<file path="config.mk">
export PLATFORM = sky130hd
export DESIGN_NAME = excl_cov_monitor
export DESIGN_NICKNAME = d
export VERILOG_FILES = /design/src/rtl/excl_cov_monitor.sv
export SDC_FILE = /design/constraint.sdc
export NUM_CORES = 1
export LEC_CHECK = 0
export CORE_MARGIN = 1
export CORE_UTILIZATION = 52
export DETAILED_ROUTE_END_ITERATION = 6
export PLACE_DENSITY = 0.73
export SLEW_MARGIN = 20
export SYNTH_ARGS = -nofsm -noshare
export SYNTH_HDL_FRONTEND = slang
export SYNTH_SLANG_ARGS = --single-unit
export TNS_END_PERCENT = 50
</file>
<file path="constraint.sdc">
create_clock -name clk -period 1.8 [get_ports clk]
set_input_delay 0.54 -clock clk [delete_from_list [all_inputs] [get_ports clk]]
set_output_delay 0.54 -clock clk [all_outputs]
set_load 0.01 [all_outputs]
</file>
<file path="src/rtl/excl_cov_monitor.sv">
// Functional-coverage and result-checking monitor for a d/e -> and/or/xor block,
// with saturating statistics and a four-phase readout handshake.
module excl_cov_monitor #(
   parameter int CNT_W = 8
) (
   input  logic             clk,
   input  logic             rst_n,
   input  logic             en,
   input  logic             d,
   input  logic             e,
   input  logic             a,
   input  logic             b,
   input  logic             c,
   input  logic             clr,
   input  logic             rd_req,
   input  logic [2:0]       rd_addr,
   output logic             rd_ack,
   output logic [CNT_W-1:0] rd_data,
   output logic [3:0]       combo_hit,
   output logic             all_hit,
   output logic             mismatch
);

   localparam logic [1:0] IDLE   = 2'd0;
   localparam logic [1:0] CAPT   = 2'd1;
   localparam logic [1:0] ACK    = 2'd2;
   localparam logic [1:0] WAITLO = 2'd3;

   logic [1:0]       state;
   logic [2:0]       addr_q;
   logic [CNT_W-1:0] rd_data_q;

   logic [3:0]       combo_q,    combo_n;
   logic             mis_q,      mis_n;
   logic             prev_valid, prev_valid_n;
   logic             prev_d,     prev_d_n;
   logic             prev_e,     prev_e_n;
   logic [CNT_W-1:0] tog_d_q,    tog_d_n;
   logic [CNT_W-1:0] tog_e_q,    tog_e_n;
   logic [CNT_W-1:0] mis_cnt_q,  mis_cnt_n;
   logic [CNT_W-1:0] smp_cnt_q,  smp_cnt_n;
   logic [CNT_W-1:0] rd_mux;
   logic             err;

   function automatic logic [CNT_W-1:0] sat_inc(input logic [CNT_W-1:0] v);
      return (v == '1) ? v : v + CNT_W'(1);
   endfunction

   // Next-state statistics are computed here so the readout mux can capture
   // the values committed on the same edge as the CAPT->ACK transition.
   always_comb begin
      combo_n      = combo_q;
      mis_n        = mis_q;
      prev_valid_n = prev_valid;
      prev_d_n     = prev_d;
      prev_e_n     = prev_e;
      tog_d_n      = tog_d_q;
      tog_e_n      = tog_e_q;
      mis_cnt_n    = mis_cnt_q;
      smp_cnt_n    = smp_cnt_q;
      err          = (a != (d & e)) || (b != (d | e)) || (c != (d ^ e));
      if (clr) begin
         combo_n      = '0;
         mis_n        = 1'b0;
         prev_valid_n = 1'b0;
         prev_d_n     = 1'b0;
         prev_e_n     = 1'b0;
         tog_d_n      = '0;
         tog_e_n      = '0;
         mis_cnt_n    = '0;
         smp_cnt_n    = '0;
      end else if (en) begin
         combo_n[{d, e}] = 1'b1;
         if (err) begin
            mis_n     = 1'b1;
            mis_cnt_n = sat_inc(mis_cnt_q);
         end
         if (prev_valid && (d != prev_d)) tog_d_n = sat_inc(tog_d_q);
         if (prev_valid && (e != prev_e)) tog_e_n = sat_inc(tog_e_q);
         prev_valid_n = 1'b1;
         prev_d_n     = d;
         prev_e_n     = e;
         smp_cnt_n    = sat_inc(smp_cnt_q);
      end
   end

   always_comb begin
      rd_mux = '0;
      case (addr_q)
         3'd0:    rd_mux = CNT_W'(combo_n);
         3'd1:    rd_mux = tog_d_n;
         3'd2:    rd_mux = tog_e_n;
         3'd3:    rd_mux = mis_cnt_n;
         3'd4:    rd_mux = smp_cnt_n;
         3'd5:    rd_mux = CNT_W'({mis_n, &combo_n});
         default: rd_mux = '0;
      endcase
   end

   always_ff @(posedge clk or negedge rst_n) begin
      if (!rst_n) begin
         combo_q    <= '0;
         mis_q      <= 1'b0;
         prev_valid <= 1'b0;
         prev_d     <= 1'b0;
         prev_e     <= 1'b0;
         tog_d_q    <= '0;
         tog_e_q    <= '0;
         mis_cnt_q  <= '0;
         smp_cnt_q  <= '0;
      end else begin
         combo_q    <= combo_n;
         mis_q      <= mis_n;
         prev_valid <= prev_valid_n;
         prev_d     <= prev_d_n;
         prev_e     <= prev_e_n;
         tog_d_q    <= tog_d_n;
         tog_e_q    <= tog_e_n;
         mis_cnt_q  <= mis_cnt_n;
         smp_cnt_q  <= smp_cnt_n;
      end
   end

   always_ff @(posedge clk or negedge rst_n) begin
      if (!rst_n) begin
         state     <= IDLE;
         addr_q    <= '0;
         rd_data_q <= '0;
      end else begin
         case (state)
            IDLE: begin
               if (rd_req) begin
                  addr_q <= rd_addr;
                  state  <= CAPT;
               end
            end
            CAPT: begin
               rd_data_q <= rd_mux;
               state     <= ACK;
            end
            ACK:     state <= WAITLO;
            default: if (!rd_req) state <= IDLE;
         endcase
      end
   end

   assign rd_ack    = (state == ACK);
   assign rd_data   = rd_data_q;
   assign combo_hit = combo_q;
   assign all_hit   = &combo_q;
   assign mismatch  = mis_q;

endmodule

</file>
==> out/results.ini <==
[setup_path]
startpoint = e
reg2reg_depth = 8
reg2reg_slack_ns = -0.19
r2r_start = mis_cnt_q[1]
rr_endpoint = rd_data[0]
critPathLaunchType = input port
critical_path.max_fanout = 6
worstSetupPathType = input port to flip-flop
cp_data_arrival_time_ns = 2.33
required_ns = 2.05
crit_end = rd_data[0]
endpoint_kind = flip-flop

[global_route]
grt_use_total_pct = 33.6
grt_pass1_vias = 3182
grt_max_degree = 26
grt_remaining_overflow = 0
antenna_found_initial = 0
grt_pass1_wl_mm = 15.7

[routing]
wl_per_cell_um = 20.9
drc_errors = 0
wl_mm = 10.9
drtAntennaViolNets = 0
viasPerCell = 6.23
vias = 3262
drt_iter0_drc = 395
first_pass_iters = 5

[floorplanning]
rows = 27
core_area_um2 = 5610
start_util_pct = 54.8
die_w_um = 78.8
die_area_um2 = 6220
io_pins = 28
die_h_um = 78.8

[timing]
min_period_ns = 2.08
fin_worst_skew_ns = 0.0152
relSlewSlack_pct = 69.1
whs_ns = 0.154
slew_viol_final = 0
rsz0062_at_grt = yes
clock.fmax_mhz = 481
period_share_pct = 116
finalHoldViolCount = 0
setup_slack_ns = -0.279
worst_pin_slew_ns = 0.464
setup_viol_count_final = 17

[synthesis]
syn_avg_cell_area_um2 = 9.42
syn_inst = 326
yosysSeqAreaShare_pct = 43.2
yosys_register_bits = 53
syn_nets = 351
synth_top_flop_cell = dfrtp_1
async_flop_share_pct = 100
yosys_warnings = 0
synth_edf_count = 0
syn_area_um2 = 3070
synthDistinctLibCells = 58

[place]
dp_cells = 503
gp_congestion = 0.876
dp_hpwl_mm = 6.49
io_buffers = 27

[status]
status = finished, violations left
violations = setup timing

[clock_tree]
clkTransAtPathRegs_ns = 0.11
cts_tree = built
cts_buffers = 5
insertion_delay_ns = 0.32
cts.htree.levels = 2
clock_path_buffers = 2
cts-root-buf = clkbuf_8
clock_sinks = 53

[power_and_ir_drop]
ir_drop_mv = 0.911
power.leakage_nw = 2.15
power.density_nw_per_um2 = 729

[layout]
fin_cells = 524
layout-drive-gt1-share_pct = 41.8
multiInputGateArea_um2 = 2080
fill_cells = 304
diodes = 0
fin_nets = 476
ff_latch_area_um2 = 1330
final_cell_mix = 91 x buf_4, 52 x dfrtp_1, 46 x nor2_1
area_delta_synth_final_pct = 54.0
mostFrequentLayoutCell = buf_4

[worst_hold_path]
min_path_type = input port to asynchronous set/reset pin

[job]
max_cap_viol_count = 0

## power by group
group / internal (mW) / leakage (nW) / switching, mW
clock network: 0.285 / 0.0452 / 0.441
logic: 0.615 / 1.38 / 0.697
registers: 1.28 / 0.719 / 0.124
total: 2.18 / 2.15 / 1.26
## worst min-delay path by stage
stage / startpoint / end / slack [ns]
after detailed placement: rst_n / tog_e_q[1] / 0.51
after CTS: rst_n / rd_data[0] / 0.16
after global routing: rst_n / rd_data[0] / 0.17
after floorplan: rst_n / addr_q[0] / 0.24
after global placement: rst_n / tog_e_q[1] / 0.50
final: rst_n / rd_data[0] / 0.15
## cell usage after synthesis, types with 3 or more instances
master    count  area [um2]
a21oi_1      11        55.1
clkbuf_1      6        22.5
ha_1         12         150
mux2i_1      14         140
nor2b_1       4        25.0
inv_1         9        33.8
dfrtp_1      53        1330
nand4_1       6        37.5
nor2_2        3        18.8
nand3_1      12        60.1
o21ai_0       5        25.0
nand2_1      33         124
mux2_2        4        45.0
o22ai_1       6        37.5
nor2_1       52         195
nor3_1       14        70.1
and3_1        4        25.0
nor4_1        4        25.0
xor2_1        7        61.3
nand2b_1      9        56.3
xnor2_1      12         105
## per-layer routing
| layer | share of wire [%] | up-vias | track usage (%) |
|---|---|---|---|
| li1 | - | 1410 | - |
| met1 | 39 | 1620 | 40.6 |
| met2 | 49 | 175 | 56.3 |
| met3 | 6.7 | 57 | 5.63 |
| met4 | 5.4 | 0 | 20.4 |
| met5 | 0 | - | 0 |
## cells by family (layout without fill, tap and decap cells)
logic type	count (synthesis)	in the layout	share of synthesized area, %
AOI/OAI and AO/OA	51	51	13.2
xor gates and xnor gates	19	19	5.42
adders and majority gates	12	12	4.89
buffers and inverters	18	144	2.36
DFF	53	53	43.2
muxes	18	18	6.03
and+or+nand+nor	155	155	24.9
## per-stage QoR
stage | worst slack, ns | instance area [um2] | util, % | total power [mW] | TNS [ns]
5_1_grt | -0.343 | 4730 | 84.3 | 3.57 | -2.62
4_1_cts | -0.235 | 4570 | 81.5 | 3.26 | -1.23
3_5_place_dp | -0.953 | 4130 | 73.7 | 2.48 | -26.33
6_report | -0.279 | 4730 | 84.3 | 3.45 | -2.04
2_1_floorplan | -0.181 | 3140 | - | 1.93 | -0.780
3_3_place_gp | -0.913 | 4130 | 73.7 | 2.45 | -25.34
## worst max-delay path: stages
cell and delay [ns]:
buf_12 0.12, buf_6 0.12, ha_4 0.16, xor2_2 0.16, o31ai_4 0.29, buf_6 0.18
nor2_4 0.06, buf_4 0.17, xnor2_4 0.13, o221a_1 0.25, a22oi_1 0.14
## layout make-up
type / instances / share of cell area, %
tap: 72 / 1.91
clock inverter: 3 / 0.529
inverter: 10 / 1.32
sequential: 53 / 28.1
clock buffer: 5 / 1.46
multi-input combinational: 255 / 44.0
timing repair buffer: 126 / 22.7
## registers in the layout, summed over array words and instances, names as in the netlist
signal      flops
addr_q          3
combo_hit       4
mis_cnt_q       8
mismatch        1
prev_d          1
prev_e          1
prev_valid      1
rd_data         8
smp_cnt_q       8
state           2
tog_d_q         8
tog_e_q         8
## repair_timing
action | 4_1_cts | 5_1_grt
hold buffers | 0 | 0
pin swaps | 25 | 17
hold endpoints to repair | 0 | 0
gates cloned | 0 | 0
gates resized for setup | 69 | 38
endpoints found under the setup margin | 45 | 26
setup buffers | 13 | 4
Note: power is estimated with default switching activity, not from simulation.
